==> src/rtl/conv1d_stream_engine_if.sv <==
// rtl/conv1d_stream_engine_if.sv - result stream and weight-load bus for conv1d_stream_engine
interface conv1d_stream_engine_if #(
    parameter int OUT_W  = 18,
    parameter int IDX_W  = 5,
    parameter int WGT_W  = 8,
    parameter int WIDX_W = 2
);
    logic                    out_valid;
    logic                    out_ready;
    logic signed [OUT_W-1:0] out_data;
    logic [IDX_W-1:0]        out_idx;
    logic                    out_last;
    logic                    wgt_we;
    logic [WIDX_W-1:0]       wgt_idx;
    logic signed [WGT_W-1:0] wgt_data;

    modport master (
        output out_valid, out_data, out_idx, out_last,
        input  out_ready, wgt_we, wgt_idx, wgt_data
    );
    modport slave (
        input  out_valid, out_data, out_idx, out_last,
        output out_ready, wgt_we, wgt_idx, wgt_data
    );
endinterface

==> src/rtl/conv1d_stream_engine.sv <==
// rtl/conv1d_stream_engine.sv - K-tap signed 1-D convolution over one latched pixel row, streamed out
module conv1d_stream_engine #(
    parameter int DATA_W = 8,
    parameter int WGT_W  = 8,
    parameter int N_PIX  = 32,
    parameter int K      = 3,
    parameter int OUT_W  = 18
) (
    input  logic                      clk,
    input  logic                      rst,
    input  logic                      start,
    input  logic [N_PIX*DATA_W-1:0]   pixel_row_data,
    input  logic                      pad_en,
    input  logic                      relu_en,
    output logic                      busy,
    output logic                      done,
    conv1d_stream_engine_if.master    bus
);
    localparam int IDX_W  = (N_PIX > 1) ? $clog2(N_PIX) : 1;
    localparam int WIDX_W = (K > 1) ? $clog2(K) : 1;
    localparam int P      = (K - 1) / 2;
    localparam int PROD_W = DATA_W + WGT_W;
    localparam int ACC_W  = PROD_W + $clog2(K) + 1;
    localparam int CW     = ((ACC_W > OUT_W) ? ACC_W : OUT_W) + 1;
    localparam logic signed [CW-1:0] SAT_MAX = {{(CW-OUT_W+1){1'b0}}, {(OUT_W-1){1'b1}}};
    localparam logic signed [CW-1:0] SAT_MIN = {{(CW-OUT_W+1){1'b1}}, {(OUT_W-1){1'b0}}};
    localparam logic [IDX_W-1:0] LAST_SAME  = IDX_W'(N_PIX - 1);
    localparam logic [IDX_W-1:0] LAST_VALID = IDX_W'(N_PIX - K);

    typedef enum logic [1:0] {S_IDLE, S_RUN, S_DONE} state_t;

    state_t                     state_q, state_d;
    logic signed [DATA_W-1:0]   row_q    [N_PIX];
    logic signed [WGT_W-1:0]    w_shadow [K];
    logic signed [WGT_W-1:0]    w_work   [K];
    logic                       pad_q, relu_q;
    logic [IDX_W-1:0]           j_q;
    logic                       accept, run, last_hit;
    logic signed [PROD_W-1:0]   prod;
    logic signed [ACC_W-1:0]    acc;
    logic signed [CW-1:0]       acc_x, res;
    logic signed [OUT_W-1:0]    result;
    int                         pos;

    assign accept   = (state_q == S_IDLE) && start;
    assign run      = (state_q == S_RUN);
    assign last_hit = (j_q == (pad_q ? LAST_SAME : LAST_VALID));

    always_ff @(posedge clk) begin
        if (rst) state_q <= S_IDLE;
        else     state_q <= state_d;
    end

    always_comb begin
        state_d = state_q;
        unique case (state_q)
            S_IDLE:  if (start) state_d = S_RUN;
            S_RUN:   if (bus.out_ready && last_hit) state_d = S_DONE;
            S_DONE:  state_d = S_IDLE;
            default: state_d = S_IDLE;
        endcase
    end

    always_comb begin
        busy          = 1'b0;
        done          = 1'b0;
        bus.out_valid = 1'b0;
        bus.out_last  = 1'b0;
        bus.out_idx   = '0;
        bus.out_data  = '0;
        case (state_q)
            S_RUN: begin
                busy          = 1'b1;
                bus.out_valid = 1'b1;
                bus.out_last  = last_hit;
                bus.out_idx   = j_q;
                bus.out_data  = result;
            end
            S_DONE: begin
                busy = 1'b1;
                done = 1'b1;
            end
            default: ;
        endcase
    end

    // A weight write coinciding with an accepted start lands in the working bank too.
    always_ff @(posedge clk) begin
        if (rst) begin
            for (int i = 0; i < N_PIX; i++) row_q[i] <= '0;
            for (int t = 0; t < K; t++) begin
                w_shadow[t] <= '0;
                w_work[t]   <= '0;
            end
            pad_q  <= 1'b0;
            relu_q <= 1'b0;
            j_q    <= '0;
        end else begin
            for (int t = 0; t < K; t++)
                if (bus.wgt_we && bus.wgt_idx == WIDX_W'(t)) w_shadow[t] <= bus.wgt_data;
            if (accept) begin
                for (int i = 0; i < N_PIX; i++) row_q[i] <= pixel_row_data[i*DATA_W +: DATA_W];
                for (int t = 0; t < K; t++)
                    w_work[t] <= (bus.wgt_we && bus.wgt_idx == WIDX_W'(t)) ? bus.wgt_data : w_shadow[t];
                pad_q  <= pad_en;
                relu_q <= relu_en;
                j_q    <= '0;
            end else if (run && bus.out_ready && !last_hit) begin
                j_q <= j_q + IDX_W'(1);
            end
        end
    end

    // Taps falling outside the row contribute zero, which implements same-mode padding.
    always_comb begin
        acc  = '0;
        pos  = 0;
        prod = '0;
        for (int t = 0; t < K; t++) begin
            pos  = int'(j_q) + t - (pad_q ? P : 0);
            prod = '0;
            if (pos >= 0 && pos < N_PIX)
                prod = PROD_W'(row_q[pos[IDX_W-1:0]]) * PROD_W'(w_work[t]);
            acc = acc + ACC_W'(prod);
        end
        acc_x = CW'(acc);
        if (acc_x > SAT_MAX)      res = SAT_MAX;
        else if (acc_x < SAT_MIN) res = SAT_MIN;
        else                      res = acc_x;
        if (relu_q && res < 0) res = '0;
        result = OUT_W'(res);
    end
endmodule

==> src/flat_wrapper.sv <==
// flat-port wrapper written by rule: the top's interface ports become plain ports
module conv1d_stream_engine_flat 
#(
    parameter int DATA_W = 8,
    parameter int WGT_W  = 8,
    parameter int N_PIX  = 32,
    parameter int K      = 3,
    parameter int OUT_W  = 18
)
  (clk, rst, start, pixel_row_data, pad_en, relu_en, busy, done, bus_out_valid, bus_out_data, bus_out_idx, bus_out_last, bus_out_ready, bus_wgt_we, bus_wgt_idx, bus_wgt_data);
  conv1d_stream_engine_if #(.OUT_W(OUT_W), .IDX_W(5), .WGT_W(WGT_W), .WIDX_W(2)) bus_i ();
  input  logic clk;
  input  logic rst;
  input  logic start;
  input  logic [N_PIX*DATA_W-1:0] pixel_row_data;
  input  logic pad_en;
  input  logic relu_en;
  output logic busy;
  output logic done;
  output wire logic [$bits(bus_i.out_valid)-1:0] bus_out_valid;
  output wire logic [$bits(bus_i.out_data)-1:0] bus_out_data;
  output wire logic [$bits(bus_i.out_idx)-1:0] bus_out_idx;
  output wire logic [$bits(bus_i.out_last)-1:0] bus_out_last;
  input wire logic [$bits(bus_i.out_ready)-1:0] bus_out_ready;
  input wire logic [$bits(bus_i.wgt_we)-1:0] bus_wgt_we;
  input wire logic [$bits(bus_i.wgt_idx)-1:0] bus_wgt_idx;
  input wire logic [$bits(bus_i.wgt_data)-1:0] bus_wgt_data;
  assign bus_out_valid = bus_i.out_valid;
  assign bus_out_data = bus_i.out_data;
  assign bus_out_idx = bus_i.out_idx;
  assign bus_out_last = bus_i.out_last;
  assign bus_i.out_ready = bus_out_ready;
  assign bus_i.wgt_we = bus_wgt_we;
  assign bus_i.wgt_idx = bus_wgt_idx;
  assign bus_i.wgt_data = bus_wgt_data;
  conv1d_stream_engine #(.DATA_W(DATA_W), .WGT_W(WGT_W), .N_PIX(N_PIX), .K(K), .OUT_W(OUT_W)) u_core (.clk(clk), .rst(rst), .start(start), .pixel_row_data(pixel_row_data), .pad_en(pad_en), .relu_en(relu_en), .busy(busy), .done(done), .bus(bus_i));
endmodule
==> config.mk <==
export PLATFORM = sky130hd
export DESIGN_NAME = conv1d_stream_engine_flat
export DESIGN_NICKNAME = d
export VERILOG_FILES = /design/src/rtl/conv1d_stream_engine_if.sv /design/src/rtl/conv1d_stream_engine.sv /design/src/flat_wrapper.sv
export SDC_FILE = /design/constraint.sdc
export NUM_CORES = 1
export LEC_CHECK = 0
export BUFFER_PORTS_ARGS = -buffer_cell sky130_fd_sc_hd__buf_2
export CAP_MARGIN = 0
export CORE_UTILIZATION = 55
export DETAILED_ROUTE_END_ITERATION = 16
export PLACE_DENSITY = 0.75
export SLEW_MARGIN = 0
export SYNTH_ARGS = -nofsm -noshare
export SYNTH_HDL_FRONTEND = slang
export SYNTH_SLANG_ARGS = --single-unit
==> constraint.sdc <==
create_clock -name clk -period 10.7 [get_ports clk]
set_input_delay 0.535 -clock clk [delete_from_list [all_inputs] [get_ports clk]]
set_output_delay 0.535 -clock clk [all_outputs]
set_load 0.1 [all_outputs]
After elaboration in Yosys (flattened, before gate mapping) --
Memories as Yosys holds them, arrays and structs flattened. Cells that the tools add are included.
Word-level totals: register bits 9, bits in writable memories 304, input bits 273, output and inout port bits 27, word-level logic and storage cells 161, memories kept 3
Memory list:
- u_core.row_q | words 32, width 8, rd ports 3, clocked after Yosys merged registers in 0, wr ports 32, RTL line conv1d_stream_engine.sv:33 | logic signed [DATA_W-1:0] row_q [N_PIX];
- u_core.w_shadow | words 3, width 8, rd ports 3, clocked after Yosys merged registers in 0, wr ports 3, RTL line conv1d_stream_engine.sv:34 | logic signed [WGT_W-1:0] w_shadow [K];
- u_core.w_work | words 3, width 8, rd ports 3, clocked after Yosys merged registers in 0, wr ports 3, RTL line conv1d_stream_engine.sv:35 | logic signed [WGT_W-1:0] w_work [K];
Operators by class: add/subtract/negate cells 8, multipliers 3, order comparisons 9, equality and inequality tests 7, mux-type cells 72, bitwise operators 38, reductions and logical operators 17
Operators by type and width (number):
- two-way mux 8 bit | 41
- greater-or-equal comparator 32 x 1 -> 1 bit (second input constant) | 3
- < comparator 32 x 7 -> 1 bit (second input constant) | 3
- subtractor 32 bit | 2
- multiplier 8 x 8 -> 16 bit | 3
- two-way mux 16 bit | 3
- two-way mux 20 bit | 2
- OR 1 bit | 38
- two-way mux 18 bit | 2
- subtractor 6 x 32 -> 32 bit | 1
- < comparator 20 x 1 -> 1 bit (second input constant) | 1
- greater-than comparator 19 x 18 -> 1 bit (second input constant) | 1
- < comparator 19 x 18 -> 1 bit (second input constant) | 1
- two-way mux 1 bit | 19
- adder 17 x 16 -> 18 bit | 1
- adder 16 x 16 -> 17 bit | 1
- logical AND 1 bit | 11
- adder 5 x 1 -> 6 bit (second input constant) | 1
- adder 5 x 2 -> 6 bit (second input constant) | 1
- two-way mux 2 bit | 3
- adder 5 x 1 -> 5 bit (second input constant) | 1
- equality test 5 bit | 1
- two-way mux 5 bit | 1
- equality test 2 x 1 -> 1 bit (second input constant) | 2
- 7 further kinds | 11

Logic depth before layout (Yosys ltp) --
depth after elaboration 14, mapped depth 41, mapped depth without buffers 36

Least setup slack after synthesis --
Ideal clock, no wire load.
path type register to output, from register u_core.j_q[0], to output port bus_out_data[17], arrival time 10.747 ns, data required time 10.165 ns, slack -0.582 ns, cell stages (with the launch flop) 38, buffers on the path 6, path through dfxtp_1 buf_2 inv_1 ha_1 ha_1 buf_4 buf_4 clkbuf_1 buf_2 mux4_2 nand2_1 nand3_1 a31oi_1 nor2b_1 fa_1 fa_1 inv_1 fa_1 [2 not listed] ha_1 a21o_1 a21oi_1 o21bai_1 a2111oi_0 nor2_1 xnor2_1 nand2b_1 fa_1 inv_1 ha_1 clkbuf_1 nand3_1 nor2_1 a221oi_1 nand2b_1 a21oi_1 nor3b_1
On the way: word-level cells in the longest chain between the ends 14, elaborated cells between the ends (all ways) 31, those cells by class add/sub: 7; mul: 3; order compare: 9; mux: 7; reduce/logical: 4; memory: 1
Ends and longest elaborated chain:
- from (decl) | RTL line conv1d_stream_engine.sv:37 | logic [IDX_W-1:0] j_q;
- from (signal assigned) | RTL line conv1d_stream_engine.sv:109 | j_q <= j_q + IDX_W'(1);
- adder 5 x 1 -> 6 bit | RTL line conv1d_stream_engine.sv:120 | pos = int'(j_q) + t - (pad_q ? P : 0);
- subtractor 32 bit | RTL line conv1d_stream_engine.sv:120
- memory (32 x 8 bit) (tied with other cells)
- multiplier 8 x 8 -> 16 bit / logical AND 1 bit (equally long branches) | RTL line conv1d_stream_engine.sv:123, conv1d_stream_engine.sv:122
- two-way mux 16 bit | RTL line conv1d_stream_engine.sv:122 | if (pos >= 0 && pos < N_PIX)
- adder 16 x 16 -> 17 bit | RTL line conv1d_stream_engine.sv:124 | acc = acc + ACC_W'(prod);
- adder 17 x 16 -> 18 bit (*) | RTL line conv1d_stream_engine.sv:124
- < comparator 19 x 18 -> 1 bit | RTL line conv1d_stream_engine.sv:128 | else if (acc_x < SAT_MIN) res = SAT_MIN;
- two-way mux 20 bit | RTL line conv1d_stream_engine.sv:128
- two-way mux 20 bit (*) | RTL line conv1d_stream_engine.sv:127 | if (acc_x > SAT_MAX) res = SAT_MAX;
- < comparator 20 x 1 -> 1 bit | RTL line conv1d_stream_engine.sv:130 | if (relu_q && res < 0) res = '0;
- logical AND 1 bit | RTL line conv1d_stream_engine.sv:130
- two-way mux 18 bit (*) | RTL line conv1d_stream_engine.sv:130
- two-way mux 18 bit (*) | RTL line conv1d_stream_engine.sv:71 | case (state_q)
- to (decl) | RTL line flat_wrapper.sv:21 | output wire logic [$bits(bus_i.out_data)-1:0] bus_out_data;
Every way passes the cells marked *; elsewhere a longest branch is shown, timed or not.

Worst setup path after layout --
from register u_core.j_q[0], to output port bus_out_data[16]
Same word-level chain as after synthesis.

==> results.md <==
- The flow ran to the end, and the final reports show no timing, DRC or antenna violations.
- Of the total power, the clock network draws 0.130.
- The area of placed instances is 30170 µm².
- The internal portion of the total power is 4574 µW.
- Counting every sink on the clock net gives 313.
- The synthesized netlist occupies a cell area of 27750 µm².
- The net count of the mapped netlist is 2900.
- Of all flip-flops after synthesis, the portion carrying an async set or reset was 0.
- The CTS tree is yes.
- For this run, the total global-route usage over all layers was measured as 0.3013.
- The post-synthesis cell type count is 68.
- The mean cell area of the mapped netlist is 11.94 µm².
- Input and output buffers added on the ports amount to 299.
- Routability-driven placement finished with a final weighted congestion of 0.9771.
- The number of buffers inserted during clock tree synthesis is 31.
- The number of design-rule violations left by the first detailed-router iteration is 1942.
- The relative slew slack is 0.2543.
- Across the run, the number of max-cap violations was 0.
- The y dimension of the die is 226.6 µm.
- The first-pass GRT wire length is 116100 µm.
- The setup path with the least slack is of type reg2out.
- The measured slew at the worst slew-check pin is 1.119 ns.
- The register clock-pin slew on the reported worst setup and hold paths is 0.08 ns.
- The count of final hold-check violations was 0.
- Of the total power, registers draw 0.176.
- The final net count is 3210.
- In this run the power density over the cells is 292.1 nW/µm².
- The number of H-tree branching levels is 1.
- The worst hold path terminates at u_core.relu_q.
- The tightest min-delay check is of the in2reg type.
- The final-report max-slew violation count is 0.
- Detailed routing inserted a total of 19987 vias.
- The die outline area is 51350 µm².
- After detailed routing, the average wire length per cell comes to 23.09 µm.
- Entering global routing, the biggest net connects 136 pins.
- The time the final worst path needs with I/O delays and setup is 10.39 ns.
- The detailed-routing iteration count for the pre-antenna-repair pass is 5.
- The initial utilization of the core area, before any placement, comes to 0.5622.
- In this run the critical register-to-register path is launched from u_core.state_q[0].
- For the worst-skew pair, the clock arrives at the later sink with an insertion delay of 0.60 ns.
- Compared with the post-synthesis result, the final layout area differs by 14.09%.
- The final critical-path share of the clock period is 0.9709.
- Data on the critical path arrives at its endpoint at 9.85 ns.
- Measured along the x axis, the die boundary spans 226.6 µm.
- In this run the remaining antenna-violating nets after routing total 0.
- The critical register-to-register path endpoint is u_core.w_work[0][5].
- STA classifies the critical path endpoint as an output pin.
- Row generation in the floorplan step produced 81 rows.
- The total length of routed wires is 76730 µm.
- VDD sags by at most 0.0005391 V.
- The worst reg-to-reg path cell count is 6.
- Across all register-to-register paths, the minimum setup slack is 6.84 ns.
- In this run, synthesis produced a sequential element count of 313.
- Using the TritonRoute via totals, the vias-per-cell ratio works out to 6.015.
- The share of final-layout standard cells stronger than drive strength 1 is 0.2679.
- The required time at the worst-slack endpoint is 10.17 ns.
- On the final layout, the worst hold slack is 0.1740 ns.
- The biggest cell delay along the critical path is 0.56 ns.
- In the synthesized netlist the dominant register cell turns out to be edfxtp_1.
- The core region is 49360 µm².
- The highest fanout seen on the critical path is 17.
- The clock tree skew after final layout is 0.02511 ns.
- The area of all placed cells without fillers is 31660 µm².
- In the layout the commonest cells are 304 x edfxtp_1, 280 x buf_2, 278 x inv_1.
- After detailed routing, the number of remaining DRC violations is 0.
- 300 I/O pins were placed.
- The residual overflow from global routing is 0.
- The sequential element share of the synthesized area is 0.3355.
- The share of total power consumed by net switching is 0.5054.
- The HPWL after detailed placement is 60370 µm.
- The element type at the critical path start is a register.
- The share of total power dissipated in combinational logic is 0.694.
- The startpoint identified for the worst hold timing path is relu_en.
- The worst hold path stage count is 2.
- Leaving out fill and tap cells, the most frequent cell in the layout is edfxtp_1.
- The critical-path cell with the highest stage delay is mux4_2.
- Counting along the longest clock path gives a buffer depth of 3.
- The initial antenna violation count is 0.
- The number of global-route vias before repair is 19897.
- The total of warnings raised by yosys is 0.
- In this run the clock root is driven by a clkbuf_16.
- The cell leakage power is 0.01384 µW.
- Summed over all nets, the switching power comes to 4674 µW.
- The final setup violation count is 0.
- Yosys mapped a number of flops with a built-in enable equal to 304.
- The fmax is 96.26 MHz.
- Counting every instance in the synthesized netlist gives 2325.
- Counting the fill cells in the layout gives 3752.
[area by class of cell]
class	count	area, µm²	share of cell area
clock buffer	33	783.3	0.02474
multi-input combinational	1615	16980	0.5364
clock inverter	23	321.6	0.01016
inverter	280	1059	0.03343
tap	664	830.8	0.02624
sequential	313	9310	0.2941
antenna	1	2.502	0.00007904
timing repair buffer	394	2371	0.07489
[power groups by stage]
stage / registers [µW] / logic (µW) / clock network [µW]
2_1_floorplan: 1590 / 4890 / 0
3_3_place_gp: 1620 / 6030 / 0
3_5_place_dp: 1640 / 6150 / 0
4_1_cts: 1620 / 6250 / 1210
5_1_grt: 1630 / 6980 / 1250
6_report: 1620 / 6420 / 1200
[sequential cells by signal, indices dropped and copies added, names as in the netlist]
register and count:
u_core.pad_q 1, u_core.w_shadow 24, u_core.w_work 24, u_core.j_q 5, u_core.relu_q 1, u_core.state_q 2, u_core.row_q 256
[metal layers]
layer | share of wire | GRT usage | vias up
met5 | 0 | 0 | -
met4 | 0.049 | 0.1401 | 0
met3 | 0.077 | 0.03706 | 171
met2 | 0.48 | 0.4864 | 1098
met1 | 0.40 | 0.4095 | 9886
li1 | - | - | 8832
[worst max-delay path, delay by kind of cell, from the launching register on]
family / cells / cell delay, ns
AO/OA/AOI/OAI: 5 / 1.27
XOR/XNOR: 1 / 0.23
flip-flops: 1 / 0.47
AND/OR/NAND/NOR: 6 / 1.03
adder cells (fa/ha/maj): 9 / 3.62
buffers and inverters: 8 / 1.13
multiplexers: 3 / 1.48
[how the worst max path moves through the flow]
| stage | start | endpoint | slack, ns | cells past startpoint |
|---|---|---|---|---|
| after floorplan | u_core.j_q[0] | bus_out_data[10] | 0.20 | 38 |
| after global placement | u_core.j_q[0] | bus_out_data[15] | 0.67 | 35 |
| after detailed placement | u_core.j_q[0] | bus_out_data[11] | 0.41 | 35 |
| after CTS | u_core.j_q[0] | bus_out_data[9] | 0.004 | 32 |
| after global routing | u_core.j_q[0] | bus_out_data[15] | -0.008 | 36 |
| final | u_core.j_q[0] | bus_out_data[16] | 0.31 | 32 |
[cells by family (layout without fill, tap and decap cells)]
kind of cell               count (synthesis)  in the layout  share of synthesized area
AOI/OAI and AO/OA                        238            238                    0.05844
xor gates and xnor gates                  74             74                    0.02336
adders and majority gates                302            302                     0.1854
buffers and inverters                    397            730                    0.05929
DFF                                      313            313                     0.3355
muxes                                    263            263                     0.1925
other                                      0              1                          0
and+or+nand+nor                          738            738                     0.1455
[cells in the mapped netlist, types with 22 or more instances]
cell	count	area share
a21boi_0	30	0.0081
a21oi_1	48	0.0087
and2_1	180	0.041
buf_2	22	0.0040
clkbuf_1	67	0.0091
edfxtp_1	304	0.33
fa_1	182	0.13
ha_1	120	0.054
inv_1	279	0.038
mux2i_1	29	0.010
mux4_2	208	0.17
nand2_1	141	0.019
nand2b_1	31	0.0070
nand3_1	65	0.012
nor2_1	64	0.0087
nor2b_1	184	0.041
o21ai_0	47	0.0085
xnor2_1	50	0.016
xor2_1	24	0.0076
[metrics by stage]
stage | util | cells | power, µW | TNS (ns) | worst slack [ns]
2_1_floorplan | - | 2325 | 6486 | 0 | 0.2023
3_3_place_gp | 0.6112 | 3243 | 7649 | 0 | 0.6665
3_5_place_dp | 0.6112 | 3243 | 7787 | 0 | 0.4067
4_1_cts | 0.6348 | 3300 | 9075 | 0 | 0.003684
5_1_grt | 0.6414 | 3322 | 9865 | -0.02158 | -0.007505
6_report | 0.6414 | 3323 | 9248 | 0 | 0.3118
[timing repair]
item / CTS / global route
gates resized for setup: 10 / 32
setup buffers: 1 / 22
setup endpoints to repair: 18 / 18
hold buffers: 0 / 0
pin swaps: 1 / 8
No activity file was read; power rests on OpenSTA's default activity.
